`src/rtl/fx_itc.sv`:
```
// rtl/fx_itc.sv - parametrised PC-FX interrupt control unit
//
// Purpose: collects NSRC device interrupt lines, latches them in level or
// rising-edge mode, applies a mask and per-source levels, and presents the
// registered winning request to the V810 CINT/CINTVn inputs.
//
// Optional feature macro: ITC_SYNC_EN (2-flop CE-gated input synchroniser).
//
// Ports:
//   CLK     system clock
//   RESn    asynchronous active-low reset
//   CE      clock enable, all state advances only when high
//   SRC     raw interrupt request lines, active-high
//   CS      register select
//   WR      write strobe (qualified by CS)
//   RD      read strobe (qualified by CS)
//   ADDR    register word index
//   DI      write data
//   DO      combinational read data, 0 unless CS&RD
//   CINT    interrupt request to CPU
//   CINTVn  {1'b0, ~level} of the winning source
//   CSRC    index of the winning source

module fx_itc #(
   parameter int NSRC = 7,
   parameter int LVLW = 3
) (
   input  logic            CLK,
   input  logic            RESn,
   input  logic            CE,
   input  logic [NSRC-1:0] SRC,
   input  logic            CS,
   input  logic            WR,
   input  logic            RD,
   input  logic [3:0]      ADDR,
   input  logic [15:0]     DI,
   output logic [15:0]     DO,
   output logic            CINT,
   output logic [LVLW:0]   CINTVn,
   output logic [3:0]      CSRC
);

   logic [NSRC-1:0] src_in;
   logic [NSRC-1:0] s;
   logic [NSRC-1:0] s_d;
   logic [NSRC-1:0] pend;
   logic [NSRC-1:0] pend_nxt;
   logic [NSRC-1:0] imr;
   logic [NSRC-1:0] imode;
   logic [LVLW-1:0] ilr [NSRC];
   logic [LVLW-1:0] lvl_q;

   logic            wr;
   logic            wr_isr;
   logic            wr_imr;
   logic            wr_imode;
   logic [NSRC-1:0] isr_clr;
   logic [NSRC-1:0] imode_chg;
   logic [NSRC-1:0] rise;
   logic [NSRC-1:0] eisr;

   logic            win_found;
   logic [LVLW-1:0] win_lvl;
   logic [3:0]      win_idx;

   // Not every DI bit lands in a register for every parameter set.
   logic            unused_di;
   assign unused_di = ^DI;

`ifdef ITC_SYNC_EN
   logic [NSRC-1:0] sync1;
   logic [NSRC-1:0] sync2;

   always_ff @(posedge CLK or negedge RESn) begin
      if (!RESn) begin
         sync1 <= '0;
         sync2 <= '0;
      end else if (CE) begin
         sync1 <= SRC;
         sync2 <= sync1;
      end
   end

   assign src_in = sync2;
`else
   assign src_in = SRC;
`endif

   assign wr       = CS & WR;
   assign wr_isr   = wr && (ADDR == 4'd0);
   assign wr_imr   = wr && (ADDR == 4'd1);
   assign wr_imode = wr && (ADDR == 4'd2);

   assign isr_clr   = wr_isr   ? DI[NSRC-1:0] : '0;
   // A mode change on a source discards whatever it had latched.
   assign imode_chg = wr_imode ? (DI[NSRC-1:0] ^ imode) : '0;
   assign rise      = s & ~s_d;

   // Edge sources: a new rising edge beats a simultaneous W1C.
   assign pend_nxt = ~imode_chg &
                     ((imode & (rise | (pend & ~isr_clr))) | (~imode & s));

   assign eisr = pend & ~imr;

   // Strict '>' keeps the lowest index on ties; starting from level 0
   // means a source programmed to level 0 can never win.
   always_comb begin
      win_found = 1'b0;
      win_lvl   = '0;
      win_idx   = '0;
      for (int i = 0; i < NSRC; i++) begin
         if (eisr[i] && (ilr[i] > win_lvl)) begin
            win_found = 1'b1;
            win_lvl   = ilr[i];
            win_idx   = 4'(i);
         end
      end
   end

   always_ff @(posedge CLK or negedge RESn) begin
      if (!RESn) begin
         s     <= '0;
         s_d   <= '0;
         pend  <= '0;
         imr   <= '1;
         imode <= '0;
         for (int i = 0; i < NSRC; i++) begin
            ilr[i] <= LVLW'((1 << LVLW) - 1 - (i % 4));
         end
         CINT  <= 1'b0;
         lvl_q <= '0;
         CSRC  <= '0;
      end else if (CE) begin
         s    <= src_in;
         s_d  <= s;
         pend <= pend_nxt;
         if (wr_imr) begin
            imr <= DI[NSRC-1:0];
         end
         if (wr_imode) begin
            imode <= DI[NSRC-1:0];
         end
         for (int i = 0; i < NSRC; i++) begin
            if (wr && (ADDR == 4'(4 + i / 4))) begin
               ilr[i] <= DI[(i % 4) * 4 +: LVLW];
            end
         end
         CINT  <= win_found;
         lvl_q <= win_lvl;
         CSRC  <= win_idx;
      end
   end

   assign CINTVn = {1'b0, ~lvl_q};

   always_comb begin
      DO = '0;
      if (CS && RD) begin
         case (ADDR)
            4'd0: DO[NSRC-1:0] = pend;
            4'd1: DO[NSRC-1:0] = imr;
            4'd2: DO[NSRC-1:0] = imode;
            4'd3: DO = {CINT, 3'b000, 4'(lvl_q), 4'b0000, CSRC};
            4'd4, 4'd5, 4'd6, 4'd7: begin
               for (int i = 0; i < NSRC; i++) begin
                  if (ADDR == 4'(4 + i / 4)) begin
                     DO[(i % 4) * 4 +: LVLW] = ilr[i];
                  end
               end
            end
            default: DO = '0;
         endcase
      end
   end

endmodule

```
`config.mk`:
```
export PLATFORM = sky130hd
export DESIGN_NAME = fx_itc
export DESIGN_NICKNAME = d
export VERILOG_FILES = /design/src/rtl/fx_itc.sv
export SDC_FILE = /design/constraint.sdc
export NUM_CORES = 1
export LEC_CHECK = 0
export CORE_MARGIN = 3
export CORE_UTILIZATION = 40
export CTS_CLUSTER_DIAMETER = 100
export DETAILED_ROUTE_END_ITERATION = 16
export GPL_TIMING_DRIVEN = 0
export PLACE_DENSITY = 0.66
export SYNTH_ARGS = -nofsm -noshare
export SYNTH_HDL_FRONTEND = slang
export SYNTH_SLANG_ARGS = --single-unit
```
`constraint.sdc`:
```
create_clock -name CLK -period 16.55 [get_ports CLK]
set_input_delay 4.1375 -clock CLK [delete_from_list [all_inputs] [get_ports CLK]]
set_output_delay 4.1375 -clock CLK [all_outputs]
set_load 0.01 [all_outputs]
```
# Yosys cells after proc, flatten, opt, wreduce, memory -nomap -nowiden
# Index checks and enable logic that the tools add are counted.
[word_totals]
out_inout_bits = 25
ff_bits = 64
elab_cells = 100
in_bits = 33
[classes]
order_cmp = 7
n_reduce_logical = 19
n_mux = 36
n_bitwise = 16
n_eq_ne = 7
[ops]
columns = ["op", "count"]
rows = [
  ["$mux 3", 15],
  ["$and 7x7->7", 6],
  ["$not 7->7", 5],
  ["$mux 4", 5],
  ["$gt 3x3->1", 6],
  ["$eq 4x3->1 const B", 4],
  ["$mux 16", 1],
  ["$pmux 3 s5", 1],
  ["$mux 7", 2],
  ["$or 7x7->7", 2],
  ["$logic_and 1x1->1", 13],
  ["$pmux 3 s4", 1],
  ["$mux 1", 9],
  ["$eq 4x2->1 const B", 2],
  ["$reduce_and 2->1", 4],
  ["$xor 7x7->7", 1],
  ["$pmux 3 s2", 1],
  ["$eq 4x1->1 const B", 1],
  ["$logic_not 4->1", 1],
  ["$pmux 1 s4", 1],
  ["$reduce_or 4->1", 1],
  ["$gt 3x1->1 const B", 1],
  ["$not 3->3", 1],
  ["$and 1x1->1", 1],
]

# Logic depth before layout (Yosys ltp)
# Gate-level depths: netlist of run 1.
[depth]
depth_word = 22
depth_mapped = 42
ltp_nobuf = 42

# Worst setup path after synthesis of run 1
# Ideal clock, no wire load.
[synth_timing]
kind = "in2out"
start = "input port ADDR[0]"
end = "output port DO[1]"
t_required_ns = 12.412
path_buffers = 3
path_stages = 7
t_arrival_ns = 5.738
slack_ns = 6.675
path_cell_list = "clkbuf_1 -> buf_1 -> buf_1 -> nand3_1 -> o21ai_0 -> a222oi_1 -> nor3_1"
[synth_via]
elab_chain_cells = 5
word_cells_on_any_way = 13
cone_classes = "7 x eq/ne; 4 x mux; 2 x reduce/logical"
[synth_lines]
columns = ["item", "line", "source"]
rows = [
  ["start: declaration", "35", "input logic [3:0] ADDR,"],
  ["$eq 4x3->1", "159, 166", ""],
  ["$mux 3 (2 in series)", "166", "if (ADDR == 4'(4 + i / 4)) begin"],
  ["$pmux 3 s5 (*)", "159", "case (ADDR)"],
  ["$mux 16 (*)", "158", "if (CS && RD) begin"],
  ["end: declaration", "37", "output logic [15:0] DO,"],
]
# Mark *: on every way between the ends. The rest lies on a longest branch, timed or not.

# Worst setup path after layout of run 1
# Ends and elaborated chain as after synthesis.

==> results of run 1 <==
per-layer routing:
metal | GRT usage [%] | routed length [um] | share of wire, % | up-vias
met4 | 3.744 | 108 | 1.0 | 0
li1 | - | - | - | 1600
met2 | 31.76 | 4875 | 46 | 101
met1 | 26.44 | 4944 | 46 | 1625
met3 | 4.736 | 754 | 7.1 | 13
met5 | 0 | 0 | 0 | -
kinds of logic (layout without fill, tap and decap cells):
logic type | after synthesis | after routing
multiplexers | 72 | 72
other | 1 | 4
AO/OA/AOI/OAI | 89 | 89
AND/OR/NAND/NOR | 127 | 127
adder cells (fa/ha/maj) | 12 | 12
XOR/XNOR | 7 | 7
flip-flops | 63 | 63
buffers and inverters | 30 | 94
cells in the final DEF, fill, tap and decap left out, types with 6 or more instances in the layout:
master | netlist | final
a21oi_1 | 19 | 19
a32oi_1 | 7 | 7
and2_1 | 6 | 6
clkbuf_1 | 11 | 12
clkbuf_8 | 0 | 10
clkdlybuf4s50_1 | 0 | 48
dfrtp_1 | 41 | 41
dfstp_2 | 22 | 22
ha_1 | 12 | 12
inv_1 | 12 | 12
mux2_2 | 54 | 54
mux2i_1 | 15 | 15
nand2_1 | 41 | 41
nand3_1 | 10 | 10
nor2_1 | 28 | 28
nor2b_1 | 8 | 8
nor3_1 | 9 | 9
o21ai_0 | 18 | 18
xor2_1 | 7 | 7
cell type report:
type / instances / area, sq um / share of cell area [%]
Multi-Input combinational cell: 311 / 2315 / 47.58
Sequential cell: 63 / 1604 / 32.97
Clock inverter: 4 / 22.52 / 0.4630
Tap cell: 133 / 166.4 / 3.421
Inverter: 12 / 45.04 / 0.9259
Buffer: 18 / 82.58 / 1.698
Clock buffer: 11 / 141.4 / 2.906
Timing Repair Buffer: 49 / 488.0 / 10.03
sequential cells by signal (all words and copies together) (netlist names):
register,count
lvl_q,3
CSRC,3
pend,7
imode,7
ilr,21
imr,7
CINT,1
s,7
s_d,7
worst reg2reg max path: cells and delay by family, from the launching register on:
| kind | cells | cell delay, ps |
|---|---|---|
| compound gates | 15 | 2790 |
| mux | 3 | 1050 |
| flops | 1 | 570 |
| fa+ha+maj | 6 | 1770 |
| simple gates | 15 | 2940 |
stage by stage:
stage | utilization (%) | area [sq um] | instances | setup WS [ps] | total power, mW
3_3_place_gp | 48.12 | 4703 | 586 | 5598 | 0.4128
3_5_place_dp | 48.09 | 4701 | 586 | 5613 | 0.4193
5_1_grt | 49.77 | 4865 | 601 | 5368 | 0.5729
6_report | 49.77 | 4865 | 601 | 5523 | 0.5376
4_1_cts | 49.77 | 4865 | 601 | 5585 | 0.5384
2_1_floorplan | - | 4046 | 404 | 6675 | 0.3493
worst min-delay path by stage:
stage | startpoint | end | slack, ps | cells past startpoint
6_report | s_d[2]$_DFFE_PN0P_ | s_d[2]$_DFFE_PN0P_ | 510 | 1
4_1_cts | s_d[2]$_DFFE_PN0P_ | s_d[2]$_DFFE_PN0P_ | 510 | 1
3_5_place_dp | s_d[6]$_DFFE_PN0P_ | s_d[6]$_DFFE_PN0P_ | 500 | 1
2_1_floorplan | s_d[2]$_DFFE_PN0P_ | s_d[2]$_DFFE_PN0P_ | 480 | 1
3_3_place_gp | s_d[6]$_DFFE_PN0P_ | s_d[6]$_DFFE_PN0P_ | 490 | 1
5_1_grt | s_d[3]$_DFFE_PN0P_ | s_d[3]$_DFFE_PN0P_ | 530 | 1
power by group through the flow:
stage / Combinational (mW) / Sequential, mW / Clock [mW]
finish: 0.202 / 0.217 / 0.119
global placement: 0.195 / 0.217 / 0
global route: 0.225 / 0.221 / 0.127
detailed placement: 0.201 / 0.219 / 0
CTS: 0.202 / 0.216 / 0.121
floorplan: 0.139 / 0.210 / 0
==> summary.md, run 1 <==
| Metric | Value |
|---|---|
| R2r startpoint | `ilr[19]$_DFFE_PN1P_` |
| Fmax | `between 90 and 100 MHz` |
| Die W | `106.4 um` |
| First drt pass iteration count | `5` |
| Global-route wire length before repair | `roughly 17 mm` |
| Area Overhead vs Synth | `20.56%` |
| Cell breakdown of the critical path | `clkbuf_1 > buf_1 > buf_1 > nand3_1 > o21ai_0 > a222oi_1 > nor3_1 > clkdlybuf4s50_1` |
| Fin crit share | `66.63%` |
| Buf+Inv Stages, Crit Path | `4` |
| Final Critical Period | `roughly 11,000 ps` |
| Hpwl dp | `around 8 mm` |
| Worst slew pin tran | `approximately 1300 ps` |
| Crit path to | `DO[1]` |
| Post-Syn Area per Cell | `just over 10 sq um` |
| PD cells | `110.5 nW/um^2` |
| Worst setup SP type | `input pin` |
| R2r setup slk | `about 7300 ps` |
| Global route overflow | `0` |
| Worst R2R Path Depth | `39` |
| Largest family of logic cells by synthesized area | `multiplexers` |
| CP startpoint | `ADDR[0]` |
| Slowest cell on the critical path | `buf_1` |
| CP top delay family | `buffers and inverters` |
| ANT cells | `0` |
| Post-synth EDFFs | `0` |
| Post-CTS sizing | `0` |
| CP peak stage delay | `roughly 600 ps` |
| Setup Fix Bufs, Post-CTS | `0` |
| H-Tree Depth | `3` |
| Layout Nets | `509` |
| Number of vias per cell | `between 5 and 6` |
| Hold_buf cts | `0` |
| Die Y | `between 100 and 150 um` |
| CP max FO | `10` |
| Clock Pin Slew Worst Setup and Hold Paths | `roughly 70 ps` |
| Pleak | `2.002 nW` |
| Core area | `~9800 sq um` |
| Mapped Area | `4035 sq um` |
| WP data arrival | `between 6000 and 7000 ps` |
| Worst-Skew Late Latency | `340 ps` |
| Final setup fails | `0` |
| Slew headroom | `between 10% and 20%` |
| Post-synth top cells | `mux2_2, dfrtp_1, nand2_1` |
| XOR/XNOR Fraction of Synth Area | `between 1.5 and 2%` |
| Switching Fraction | `36.14%` |
| Reg power frac | `40.3%` |
| Total CTS buffers | `9` |
| Asr flop ratio synth | `100.0%` |
| Outcome | `finished clean` |
| Clk sinks | `63` |
| Maximum VDD drop | `around 0.000042 V` |
| Initial antenna violation count | `0` |
| Initial Util | `41.28%` |
| Wire per inst | `17.77 um` |
| Total track usage | `roughly a fifth` |
| Top cells by area, synth | `dfrtp_1, mux2_2, dfstp_2` |
| Syn. warnings | `0` |
| Num ports | `between 50 and 60` |
| CTS max path bufs | `2` |
| WS Path Type | `input pin to primary output` |
| R2r endpoint | `lvl_q[0]$_DFFE_PN0P_` |
| Ys flop type | `dfrtp_1` |
| Max-Cap Viols | `0` |
| Post-Synth Simple-Gate Area | `15.81%` |
| Synth top area share | `about 25%` |
| GPL Wtd Cong | `0.8868` |
| # DRC | `0` |
| Die area | `around 11,000 sq um` |
| Post-synthesis mux area share | `about a fifth` |
| Unrepaired setup endpoints after global routing | `false` |
| P_sw | `about 190 uW` |
| Sequential share of the synthesized area | `39.75%` |
| Clk network pwr share | `between 20% and 30%` |
| Post-DRT Antenna Nets | `0` |
| Max-slew violation count | `0` |
| Worst path required time | `12,410 ps` |
| FP Rows | `36` |
| Most Frequent Cell on Critical Path | `buf_1` |
| Total number of vias | `approximately 3,300` |
| Cell variety after synth | `66` |
| Cell-internal power | `~340 uW` |
| Root buffer cell | `clkbuf_8` |
| Critical path depth | `8` |
| Hold Worst Slack | `about 500 ps` |
| Final Routed Wirelength | `10.68 mm` |
| Adder-cell share of the synthesized area | `3.721%` |
| Combinational share of power | `roughly 38%` |
| Final Hold Viols | `0` |
| Skew final | `around 5.7 ps` |
| Filler Cell Count | `937` |
| Most common cell in the synthesized netlist | `mux2_2` |
| Synth Instances | `~400` |
| Largest net degree at the start of global routing | `64` |
| Vias in the first global route | `~3,300` |
| DRC marker count from the first detailed-route iteration | `186` |
| Layout cells sized above 1 | `between 20% and 30%` |
| Setup_tns | `0 ps` |
| Synth area leader | `dfrtp_1` |
| Compound-Gate Fraction of Synth Area | `between 10% and 20%` |
| Kind of end point of the critical path | `primary output` |
| Hold Crit Class | `register to register` |
| Number of buffers added on ports | `approximately 50` |
| Yosys reg bits | `63` |
| CTS tree | `yes` |
Power figures use the tool's default switching activity.
==> inputs of run 2 (changes only) <==
==> constraint.sdc (replaced) <==
create_clock -name CLK -period 10.75 [get_ports CLK]
set_input_delay 2.6875 -clock CLK [delete_from_list [all_inputs] [get_ports CLK]]
set_output_delay 2.6875 -clock CLK [all_outputs]
set_load 0.01 [all_outputs]
==> results of run 2 <==
Same layout as run 1 (identical final DEF). Status: finished clean.
Main changes from that run: setup slack after placement 5613 ps -> 1557 ps; setup slack after layout 5523 ps -> 1498 ps; start point of the critical path ADDR[0] -> ilr[19]$_DFFE_PN1P_; end point of the critical path DO[1] -> lvl_q[0]$_DFFE_PN0P_; register-to-register setup slack 7300 ps -> 1500 ps; total power 0.5376 mW -> 0.8277 mW; worst IR drop on VDD 0.00004173 V -> 0.00006425 V
